`config.mk`:
```
export PLATFORM = sky130hd
export DESIGN_NAME = alu_bcd_seq
export DESIGN_NICKNAME = d
export VERILOG_FILES = /design/src/rtl/alu_bcd_seq.sv
export SDC_FILE = /design/constraint.sdc
export NUM_CORES = 1
export LEC_CHECK = 0
export BUFFER_PORTS_ARGS = -buffer_cell sky130_fd_sc_hd__buf_2
export CAP_MARGIN = 30
export CELL_PAD_IN_SITES_DETAIL_PLACEMENT = 1
export CELL_PAD_IN_SITES_GLOBAL_PLACEMENT = 1
export CORE_ASPECT_RATIO = 1.2
export CORE_MARGIN = 2
export CORE_UTILIZATION = 49
export DETAILED_ROUTE_END_ITERATION = 6
export HOLD_SLACK_MARGIN = 0.03
export PLACE_DENSITY_LB_ADDON = 0.1
export SYNTH_ARGS = -nofsm -noshare
export SYNTH_HDL_FRONTEND = slang
export SYNTH_SLANG_ARGS = --single-unit
```
`constraint.sdc`:
```
create_clock -name clk -period 7 [get_ports clk]
set_clock_uncertainty 0.05 [all_clocks]
set_input_delay 0.7 -clock clk [delete_from_list [all_inputs] [get_ports clk]]
set_output_delay 0.7 -clock clk [all_outputs]
set_load 0.02 [all_outputs]
```
`src/rtl/alu_bcd_seq.sv`:
```
// rtl/alu_bcd_seq.sv - sequential ALU with start/done handshake and double-dabble BCD conversion
//
// Ports:
//   clk    : system clock, all state on the rising edge
//   rst    : synchronous, active-high reset
//   start  : operation request, sampled only while idle
//   a, b   : unsigned operands (WIDTH bits), captured with start
//   func   : operation select (add/sub/mul/div/concat/mod), captured with start
//   busy   : high whenever the sequencer is not idle
//   done   : one-cycle pulse; result/bcd/err valid from this cycle
//   result : binary result (2*WIDTH bits), held until the next done
//   bcd    : packed BCD of result, digit 0 in [3:0], held until the next done
//   err    : error flag of the last operation, held until the next done
module alu_bcd_seq #(
  parameter int WIDTH  = 6,
  parameter int DIGITS = 4
) (
  input  logic                  clk,
  input  logic                  rst,
  input  logic                  start,
  input  logic [WIDTH-1:0]      a,
  input  logic [WIDTH-1:0]      b,
  input  logic [2:0]            func,
  output logic                  busy,
  output logic                  done,
  output logic [2*WIDTH-1:0]    result,
  output logic [4*DIGITS-1:0]   bcd,
  output logic                  err
);

  localparam int RW = 2 * WIDTH;
  localparam int BW = 4 * DIGITS;
  // ceil(RW * log10(2)) in integer arithmetic
  localparam int MIN_DIGITS = (RW * 30103 + 99999) / 100000;
  localparam int CW = $clog2(RW + 1);
  localparam logic [CW-1:0] CALC_LAST = CW'(WIDTH - 1);
  localparam logic [CW-1:0] CONV_LAST = CW'(RW - 1);

  localparam logic [2:0] F_ADD = 3'b000;
  localparam logic [2:0] F_SUB = 3'b001;
  localparam logic [2:0] F_MUL = 3'b010;
  localparam logic [2:0] F_DIV = 3'b011;
  localparam logic [2:0] F_CAT = 3'b100;
  localparam logic [2:0] F_MOD = 3'b101;

  generate
    if (DIGITS < MIN_DIGITS) begin : g_digits_check
      $error("alu_bcd_seq: DIGITS too small to hold 2*WIDTH-bit result");
    end
  endgenerate

  typedef enum logic [1:0] {S_IDLE, S_CALC, S_CONV, S_DONE} state_t;

  state_t            state_q, state_d;
  logic [WIDTH-1:0]  a_q, b_q;
  logic [2:0]        func_q;
  logic [CW-1:0]     cnt_q;
  logic [RW-1:0]     acc_q, acc_n;      // mul: partial product; div/mod: partial remainder
  logic [WIDTH-1:0]  q_q, q_n;          // mul: multiplier bits; div/mod: dividend in, quotient out
  logic [WIDTH:0]    shifted, rem;
  logic              q_bit;
  logic [RW-1:0]     calc_res;
  logic              calc_err;
  logic [RW-1:0]     res_q;
  logic              err_q;
  logic [RW-1:0]     bin_q;
  logic [BW-1:0]     dig_q, dig_n;
  logic [3:0]        nib;
  logic              carry;
  logic              long_op, calc_last, conv_last;

  assign long_op   = (func_q == F_MUL) || (func_q == F_DIV) || (func_q == F_MOD);
  assign calc_last = long_op ? (cnt_q == CALC_LAST) : 1'b1;
  assign conv_last = (cnt_q == CONV_LAST);

  // One iteration of MSB-first shift-add multiply or restoring divide.
  always_comb begin
    acc_n   = acc_q;
    q_n     = q_q;
    rem     = '0;
    q_bit   = 1'b0;
    shifted = {acc_q[WIDTH-1:0], q_q[WIDTH-1]};
    if (func_q == F_MUL) begin
      acc_n = {acc_q[RW-2:0], 1'b0} + (q_q[WIDTH-1] ? {{WIDTH{1'b0}}, a_q} : {RW{1'b0}});
      q_n   = {q_q[WIDTH-2:0], 1'b0};
    end else begin
      if (shifted >= {1'b0, b_q}) begin
        rem   = shifted - {1'b0, b_q};
        q_bit = 1'b1;
      end else begin
        rem   = shifted;
      end
      acc_n = {{(RW-WIDTH-1){1'b0}}, rem};
      q_n   = {q_q[WIDTH-2:0], q_bit};
    end
  end

  // Final value, taken on the last CALC cycle (uses the last iteration's outputs).
  always_comb begin
    calc_res = '0;
    calc_err = 1'b0;
    case (func_q)
      F_ADD: calc_res = {{WIDTH{1'b0}}, a_q} + {{WIDTH{1'b0}}, b_q};
      F_SUB: if (a_q < b_q) calc_err = 1'b1;
             else calc_res = {{WIDTH{1'b0}}, a_q - b_q};
      F_MUL: calc_res = acc_n;
      F_DIV: if (b_q == '0) calc_err = 1'b1;
             else calc_res = {{WIDTH{1'b0}}, q_n};
      F_CAT: calc_res = {a_q, b_q};
      F_MOD: if (b_q == '0) calc_err = 1'b1;
             else calc_res = {{WIDTH{1'b0}}, acc_n[WIDTH-1:0]};
      default: calc_err = 1'b1;
    endcase
  end

  // Double dabble step: add 3 to every digit >= 5, then shift one binary bit in.
  // The carry out of the top digit is always zero given the DIGITS check.
  always_comb begin
    dig_n = '0;
    nib   = '0;
    carry = bin_q[RW-1];
    for (int i = 0; i < DIGITS; i++) begin
      nib = dig_q[4*i +: 4];
      if (nib >= 4'd5) nib = nib + 4'd3;
      dig_n[4*i +: 4] = {nib[2:0], carry};
      carry = nib[3];
    end
  end

  always_comb begin
    state_d = state_q;
    busy    = (state_q != S_IDLE);
    done    = (state_q == S_DONE);
    case (state_q)
      S_IDLE: if (start) state_d = S_CALC;
      S_CALC: if (calc_last) state_d = S_CONV;
      S_CONV: if (conv_last) state_d = S_DONE;
      S_DONE: state_d = S_IDLE;
      default: state_d = S_IDLE;
    endcase
  end

  always_ff @(posedge clk) begin
    if (rst) state_q <= S_IDLE;
    else     state_q <= state_d;
  end

  always_ff @(posedge clk) begin
    if (rst) begin
      a_q    <= '0;
      b_q    <= '0;
      func_q <= '0;
      cnt_q  <= '0;
      acc_q  <= '0;
      q_q    <= '0;
      res_q  <= '0;
      err_q  <= 1'b0;
      bin_q  <= '0;
      dig_q  <= '0;
      result <= '0;
      bcd    <= '0;
      err    <= 1'b0;
    end else begin
      case (state_q)
        S_IDLE: if (start) begin
          a_q    <= a;
          b_q    <= b;
          func_q <= func;
          cnt_q  <= '0;
          acc_q  <= '0;
          q_q    <= (func == F_MUL) ? b : a;
        end
        S_CALC: begin
          acc_q <= acc_n;
          q_q   <= q_n;
          if (calc_last) begin
            cnt_q <= '0;
            res_q <= calc_res;
            err_q <= calc_err;
            bin_q <= calc_res;
            dig_q <= '0;
          end else begin
            cnt_q <= cnt_q + CW'(1);
          end
        end
        S_CONV: begin
          bin_q <= {bin_q[RW-2:0], 1'b0};
          dig_q <= dig_n;
          if (conv_last) begin
            cnt_q  <= '0;
            result <= res_q;
            bcd    <= dig_n;
            err    <= err_q;
          end else begin
            cnt_q <= cnt_q + CW'(1);
          end
        end
        default: ;
      endcase
    end
  end

endmodule

```
==> out/qor.yml, run 1 <==
status: "completed"
synth_cell_types: 68
p_comb_frac: 0.428
grt_max_degree: 59
synth_area_leader_cell: "dfxtp_1"
final_area_sq_um: 6782
syn_area_per_cell_sq_um: 7.974
setup_tns_ns: 0
p_int_mw: 1.270
r2r-start: "a_q[1]"
htreeDepth: 3
ant_nets: 0
clk_pin_slew_ns: 0.08
pwr-share-clk: 0.221
cp_common_cell: "a21o_1"
r2r-end: "bin_q[9]"
power_density_nw_per_um2: 334.7
postCtsHoldBufs: 0
relSlewSlack: 0.3835
numCtsBuffers: 9
rsz0062_at_grt: "false"
startpoint_type: "flop"
dp_slack_ns: 4.087
instances_no_fill: 963
switching_share: 0.4402
syn_inst: 772
synth_edf_count: 0
drive_gt1_frac: 0.1122
wl_per_cell_microns: 19.67
drc: 0
drtIter0Drc: 243
diodes: 0
synthArstFlopShare: 0
yosysSeqAreaShare: 0.3512
crit_required_ns: 7.19
fmax_mhz: 336.9
yosysWarnings: 0
path_class: "flop to flop"
syn-cell-area_sq_um: 6156
core_area_sq_um: 12170
cp.arrival_ns: 3.16
grt_pass1_vias: 5858
drv_cap: 0
grt_pass1_wl_microns: 30850
ir_worst_vdd_mv: 0.1790
yosys-top-cells-area: "dfxtp_1 35%, ha_1 7.7%, a21oi_1 7.2%"
rrSetupSlack_ns: 4.03
cp_max_fo: 8
final.setup.worst_slack_ns: 4.032
yosysTopAreaCellShare: 0.3512
leakage_nw: 2.636
syn2layout_area_growth_pct: 10.16
ys_ff_latch: 108
io_buffers: 48
dpl.cell_count: 947
placed_cell_area_sq_um: 6497
p_seq_frac: 0.351
track_usage: 0.2881
syn_nets: 832
period_share: 0.4240
die_w_microns: 106.3
endpoint_kind: "flop"
tightest_slew_ns: 0.9248
p_sw_mw: 0.9990
cts_setup_buffers: 0
num_io_pins: 49
crit_path_cell_trace: "and2_1 -> ha_1 -> fa_1 -> a21o_1 -> a21o_1 -> a21oi_1 -> nor2b_1 -> xnor2_1 -> o21ai_0 -> o2111a_1"
cp-endpoint: "bin_q[9]"
timing.final.crit_period_ns: 2.968
cts_tree: "yes"
cpPeakStageDelay_ns: 0.45
cts_root_buffer: "clkbuf_16"
hpwl_microns: 14430
core.rowCount: 44
dieArea_sq_um: 13480
routabilityCongestion: 0.9576
ys.flop_type: "dfxtp_1"
finalNetCount: 857
finalHoldViolCount: 0
yosysMostFrequentCell: "nand2_1"
clk_latency_ns: 0.35
critPathLaunch: "a_q[1]"
grt-ovfl-total: 0
slew_viol_final: 0
critPathSlowestCell: "dfxtp_1"
hp-class: "flop to flop"
initial_core_util: 0.5060
cts_buffer_depth: 2
clock-sinks: 108
die_h_microns: 126.8
synth_common_cells: "114 x nand2_1, 108 x dfxtp_1, 89 x a21oi_1"
routed_wl_microns: 18940
antenna_found_initial: 0
vias: 5710
drtPass1Iterations: 4
cts_resized: 0
vias_per_cell: 5.929
setup_viol: 0
reg2reg_depth: 10
==> critical path: cells and delay by family (launching register included) <==
family | cells | cell delay (ns)
xor gates and xnor gates | 1 | 0.36
and+or+nand+nor | 2 | 0.35
adders and majority gates | 2 | 0.63
AOI/OAI and AO/OA | 5 | 1.04
DFF | 1 | 0.45
==> metal layers <==
layer | routed length (microns) | vias up | global-route usage
li1 | - | 2766 | -
met1 | 7750 | 2802 | 0.3267
met2 | 9945 | 105 | 0.5415
met3 | 561 | 37 | 0.03854
met4 | 684 | 0 | 0.1099
met5 | 0 | - | 0
==> per-stage QoR <==
stage | total power, mW | hold WS [ns] | util
2_1_floorplan | 1.478 | 0.3749 | -
3_3_place_gp | 1.727 | 0.3912 | 0.5312
3_5_place_dp | 1.765 | 0.3955 | 0.5340
4_1_cts | 2.267 | 0.4063 | 0.5574
5_1_grt | 2.403 | 0.4278 | 0.5574
6_report | 2.269 | 0.4048 | 0.5574
==> cell type report <==
class                      instances  area (sq um)
fill                            1521          5385
multi-input combinational        591          3705
sequential                       108          2162
timing repair buffer              54         305.3
clock buffer                       9         225.2
tap                              161         201.4
inverter                          33         123.9
clock inverter                     7         58.81
==> cell usage in the layout, fill, tap and decap left out, types with 5 or more instances in the layout <==
cell,instances
nand2_1,114
dfxtp_1,108
a21oi_1,89
nor2_1,83
buf_2,48
ha_1,38
o21ai_0,33
inv_1,32
a211oi_1,17
nor3_1,15
mux2i_1,14
nand3_1,14
xnor2_1,12
a22oi_1,12
xor2_1,11
nand2b_1,10
and2_1,9
clkbuf_16,9
a2bb2oi_1,8
a21o_1,8
nor2b_1,7
o21a_1,6
o211ai_1,6
or3_1,6
nor3b_1,6
a31oi_1,5
buf_4,5
==> sequential cells by signal, indices dropped and copies added, names as in the netlist, 2 cells and up <==
register / cells
res_q: 12
a_q: 6
q_q: 6
result: 12
dig_q: 16
acc_q: 11
cnt_q: 4
bin_q: 12
func_q: 3
bcd: 16
state_q: 2
b_q: 6
==> worst min-delay path by stage <==
stage	startpoint	slack, ns	endpoint	cells after the start
final	result[4]	0.40	result[4]	2
after global routing	bcd[1]	0.43	bcd[1]	2
after CTS	result[4]	0.41	result[4]	2
after detailed placement	result[4]	0.40	result[4]	2
after global placement	bcd[10]	0.39	bcd[10]	2
after floorplan	res_q[0]	0.37	res_q[0]	2
==> power by group through the flow <==
stage / clock, mW / combinational (mW) / sequential [mW]
2_1_floorplan: 0 / 0.723 / 0.755
3_3_place_gp: 0 / 0.924 / 0.803
3_5_place_dp: 0 / 0.958 / 0.806
4_1_cts: 0.508 / 0.966 / 0.793
5_1_grt: 0.534 / 1.06 / 0.806
6_report: 0.502 / 0.972 / 0.796
==> cell families (layout without fill, tap and decap cells) <==
| kind of cell | after synthesis | after routing | synth area share |
|---|---|---|---|
| DFF | 108 | 108 | 0.3512 |
| and+or+nand+nor | 283 | 283 | 0.2094 |
| xor gates and xnor gates | 23 | 23 | 0.03272 |
| buffers and inverters | 73 | 103 | 0.04797 |
| muxes | 14 | 14 | 0.02276 |
| adders and majority gates | 42 | 42 | 0.09025 |
| AOI/OAI and AO/OA | 229 | 229 | 0.2457 |
Note: power is estimated with default switching activity, not from simulation.
==> run 2: changes to the inputs <==
- CORE_UTILIZATION: 49 -> 41
- clock period: 7 -> 2.4 ns (I/O delays scaled with it)
==> run 2 against run 1 <==
Against the previous run:
- non-clock buffer count rose by 89
- largest power group unchanged
- final area up 17%
- the flow now finishes with violations (negative setup slack)
- core utilization decreased by 2.4 points
- die area increased by 19%
- maximum frequency is 20% higher
==> out/qor.yml, run 2 (synthesis results as in run 1) <==
status: "finished, violations left"
failed_checks: "negative setup slack"
cp_max_fo: 5
cp.arrival_ns: 2.66
grt_use_met1: 0.2886
hold_depth: 3
period_share: 1.035
setup_viol: 5
io_buffers: 48
drive_gt1_frac: 0.2604
grt-ovfl-total: 0
die_w_microns: 115.9
fmax_mhz: 402.6
vias: 6104
final.setup.worst_slack_ns: -0.08363
timing.final.crit_period_ns: 2.484
htreeDepth: 3
ir_worst_vdd_mv: 0.7196
grt_max_degree: 29
met3_usage: 0.03726
diodes: 0
r2r-end: "res_q[5]"
rrSetupSlack_ns: -0.08
drtIter0Drc: 334
hpwl_microns: 15870
tightest_slew_ns: 0.5850
endpoint_kind: "flop"
wl_per_cell_microns: 19.12
drv_cap: 0
finalNetCount: 946
largestRegisters: "bcd: 16 flops, dig_q: 16 flops"
met2_usage: 0.4774
crit_required_ns: 2.58
startpoint_type: "flop"
clk_pin_slew_ns: 0.08
holdCritStartpoint: "func[1]"
ant_nets: 0
routabilityCongestion: 0.9399
finalHoldViolCount: 0
min_to: "func_q[1]"
num_io_pins: 49
slew_viol_final: 0
drtPass1Iterations: 4
register_area_sq_um: 2177
path_class: "flop to flop"
layout_commonest_cell: "nand2_1"
routed_wl_microns: 20930
grt_pass1_vias: 6195
cts_tree: "yes"
fillers: 1790
r2r-start: "q_q[5]"
rsz0062_at_grt: "true"
drc: 0
dpl.cell_count: 1068
reg2reg_depth: 10
core.rowCount: 49
cts_root_buffer: "clkbuf_16"
cts_buffer_depth: 2
core_area_sq_um: 14840
dieArea_sq_um: 16010
layout_common_cells: "113 x nand2_1, 100 x dfxtp_1, 89 x buf_4"
power_density_nw_per_um2: 989.7
antenna_found_initial: 0
clock-sinks: 108
utilization: 0.5336
grt_pass1_wl_microns: 32070
relSlewSlack: 0.6088
leakage_nw: 3.133
die_h_microns: 138.2
track_usage: 0.2580
hp-class: "primary input to flop"
multiInputGateArea_sq_um: 4033
numCtsBuffers: 9
syn2layout_area_growth_pct: 28.62
busiest_layer: "met2"
clk_latency_ns: 0.36
vias_per_cell: 5.574
instances_no_fill: 1095
initial_core_util: 0.4149
run 2: cell count changes in the layout (fill, tap and decap cells not counted), sizes merged:
cell	before	now
buf	54	143
bufinv	0	1
clkinv	2	3
clkinvlp	3	2
inv	35	34
run 2: through the flow:
step | area (sq um) | power (mW) | setup TNS, ns | hold WS, ns | setup WS [ns]
3_3_place_gp | 7167 | 5.665 | -0.4094 | 0.3923 | -0.1229
3_5_place_dp | 7174 | 5.777 | -1.512 | 0.3971 | -0.2085
4_1_cts | 7631 | 7.495 | -0.1326 | 0.06178 | -0.06877
2_1_floorplan | 6161 | 4.317 | 0 | 0.3185 | 0.04426
5_1_grt | 7918 | 8.289 | -1.508 | 0.07291 | -0.1471
6_report | 7918 | 7.836 | -0.2292 | 0.07361 | -0.08363
run 2: worst max path at each step:
stage               startpoint  endpoint  slack [ns]  cells past startpoint
floorplan               q_q[5]  bin_q[3]        0.04                      9
global placement        a_q[1]  res_q[9]       -0.12                     10
detailed placement      a_q[1]  res_q[9]       -0.21                     10
CTS                     q_q[5]  res_q[5]       -0.07                     10
global route            b_q[0]  res_q[1]       -0.15                      9
finish                  q_q[5]  res_q[5]       -0.08                     10
run 2: cell type report:
| class | instances | area share |
|---|---|---|
| Clock inverter | 7 | 0.01090 |
| Multi-Input combinational cell | 591 | 0.5093 |
| Clock buffer | 9 | 0.02845 |
| Sequential cell | 108 | 0.2750 |
| Inverter | 33 | 0.01564 |
| Timing Repair Buffer | 143 | 0.1285 |
| Tap cell | 204 | 0.03224 |
run 2: power breakdown:
part	switching (mW)	internal, mW	total [mW]
Combinational	2.31	1.72	4.03
Clock	0.751	0.829	1.58
Sequential	0.203	2.02	2.23
run 2: what timing repair did:
item,CTS,global route
resized for setup,23,51
hold buffers,0,0
pin swaps,14,16
endpoints found under the setup margin,29,30
buffers inserted,5,6
run 2: metal layers:
metal	part of all wire	vias to the layer above
met4	0.037	0
li1	-	2951
met1	0.39	2995
met2	0.55	113
met3	0.025	45
met5	0	-
run 2: worst max-delay path: stages, from the launching register on:
cell and delay [ns]:
dfxtp_2 0.34, and2_4 0.16, ha_4 0.16, fa_2 0.38
a21o_1 0.18, a21o_1 0.20, xnor2_1 0.17, nor2_1 0.08
a211o_1 0.26, a211oi_2 0.24, a211oi_1 0.11
==> run 3: changes to the inputs <==
- BUFFER_PORTS_ARGS: -buffer_cell sky130_fd_sc_hd__buf_2 -> -buffer_cell sky130_fd_sc_hd__clkbuf_2
==> run 3 against run 2 <==
Against the previous run:
- core utilization up 0.20 points
- largest power group unchanged
- clock power down 4%
- sequential cell count unchanged
- largest cell class unchanged
- register-to-register slack better by 0.08 ns
- final area up 0.38%
- wire length up 1.3%
- total power up 0.80%
- the run still ends with negative setup slack left
==> out/qor.yml, run 3 (synthesis results as in run 1) <==
crit_required_ns: 2.65
syn2layout_area_growth_pct: 29.11
finalNetCount: 944
cp_common_cell: "a21o_1"
antenna_found_initial: 0
cts_root_buffer: "clkbuf_16"
critPathSlowestCell: "dfxtp_4"
rsz0062_at_grt: "true"
p_seq_frac: 0.283
slew_viol_final: 0
crit_family: "compound AO/OA/AOI/OAI gates"
cts_tree: "yes"
setup_viol: 2
wl_met3_microns: 680
cpPeakStageDelay_ns: 0.36
hpwl_microns: 15890
postCtsHoldBufs: 0
status: "finished, violations left"
routabilityCongestion: 0.9190
top_layer: "met4"
ant_nets: 0
drtIter0Drc: 321
fillers: 1847
clk_pin_slew_ns: 0.08
grt-ovfl-total: 0
pwr-share-clk: 0.191
wl_per_cell_microns: 19.40
numCtsBuffers: 9
grt_pass1_vias: 6443
wl_met2_microns: 11080
diodes: 0
vias: 6154
power_density_nw_per_um2: 993.9
register_area_sq_um: 2176
endpoint_kind: "flop"
m1WireLength_microns: 8436
cp_max_fo: 5
crit_path_cell_trace: "and2_4 -> ha_4 -> fa_2 -> a21o_1 -> a21o_1 -> a21oi_4 -> nor2b_2 -> xnor2_2 -> or3_1 -> a21oi_1"
core_area_sq_um: 14840
clock-sinks: 108
leakage_nw: 3.113
num_io_pins: 49
crit_buf_inv: 0
final_area_sq_um: 7948
multiInputGateArea_sq_um: 4106
grt_max_degree: 42
cp.arrival_ns: 2.65
track_usage: 0.2643
die_w_microns: 115.9
period_share: 1.001
drtPass1Iterations: 4
p_sw_mw: 3.339
fmax_mhz: 416.4
switching_share: 0.4227
tightest_slew_ns: 0.6681
drc: 0
vias_per_cell: 5.630
startpoint_type: "flop"
layout_common_cells: "114 x nand2_1, 101 x dfxtp_1, 88 x buf_4"
routed_wl_microns: 21200
p_comb_frac: 0.526
hold_depth: 3
cts_buffer_depth: 2
die_h_microns: 138.2
utilization: 0.5357
ir_worst_vdd_mv: 0.6314
path_class: "flop to flop"
reg2reg_depth: 10
dieArea_sq_um: 16010
finalHoldViolCount: 0
htreeDepth: 3
drv_cap: 0
hp-class: "primary input to flop"
timing.final.crit_period_ns: 2.402
largestRegisters: "bcd: 16 flops, dig_q: 16 flops"
grt_pass1_wl_microns: 33080
failed_checks: "negative setup slack"
clk_latency_ns: 0.37
placed_cell_area_sq_um: 7124
drive_gt1_frac: 0.2711
dp_slack_ns: -0.1550
layout_commonest_cell: "nand2_1"
io_buffers: 48
final.setup.worst_slack_ns: -0.001808
initial_core_util: 0.4149
cp.depth: 10
relSlewSlack: 0.5532
p_int_mw: 4.560
p_total_mw: 7.899
core.rowCount: 49
## run 3: cell type report
type	count	share of cell area
clock buffer	10	0.03007
clock inverter	6	0.006927
inverter	33	0.01590
multi-input combinational	591	0.5167
sequential	108	0.2738
tap	204	0.03212
timing repair buffer	141	0.1245
## run 3: worst paths after layout
kind                            startpoint         to  slack [ns]
worst max-delay path                q_q[5]   acc_q[9]      -0.002
worst min-delay path                  a[4]     a_q[4]        0.07
worst max register to register      q_q[5]   acc_q[9]      -0.002
worst min register to register   result[0]  result[0]        0.41
## run 3: timing repair
action,CTS,global route
setup buffers,5,10
setup endpoints to repair,26,30
gates resized for setup,29,59
pin swaps,10,29
## run 3: worst register-to-register path, stage by stage (launching register included)
cell	delay [ns]
dfxtp_4	0.36
and2_4	0.14
ha_4	0.16
fa_2	0.34
a21o_1	0.16
a21o_1	0.22
a21oi_4	0.22
nor2b_2	0.08
xnor2_2	0.15
or3_1	0.31
a21oi_1	0.13
## run 3: power groups by stage
stage | clock network [mW] | registers, mW | logic, mW
after floorplan | 0 | 2.20 | 2.11
after global placement | 0 | 2.24 | 3.38
after detailed placement | 0 | 2.26 | 3.49
after CTS | 1.56 | 2.23 | 3.71
after global routing | 1.61 | 2.26 | 4.48
final | 1.51 | 2.23 | 4.16
## run 3: layer usage
layer / vias to the layer above / global-route usage
met3: 60 / 0.03902
li1: 2959 / -
met5: - / 0
met1: 2999 / 0.2986
met4: 0 / 0.1485
met2: 136 / 0.4666
## run 3: stage by stage
| stage | std cells | hold slack, ns | TNS (ns) |
|---|---|---|---|
| 3_5_place_dp | 1063 | 0.3995 | -1.939 |
| 5_1_grt | 1093 | 0.07482 | -1.027 |
| 2_1_floorplan | 772 | 0.3185 | 0 |
| 6_report | 1093 | 0.06583 | -0.002364 |
| 4_1_cts | 1084 | 0.04553 | -0.03470 |
| 3_3_place_gp | 1062 | 0.3934 | -0.1689 |
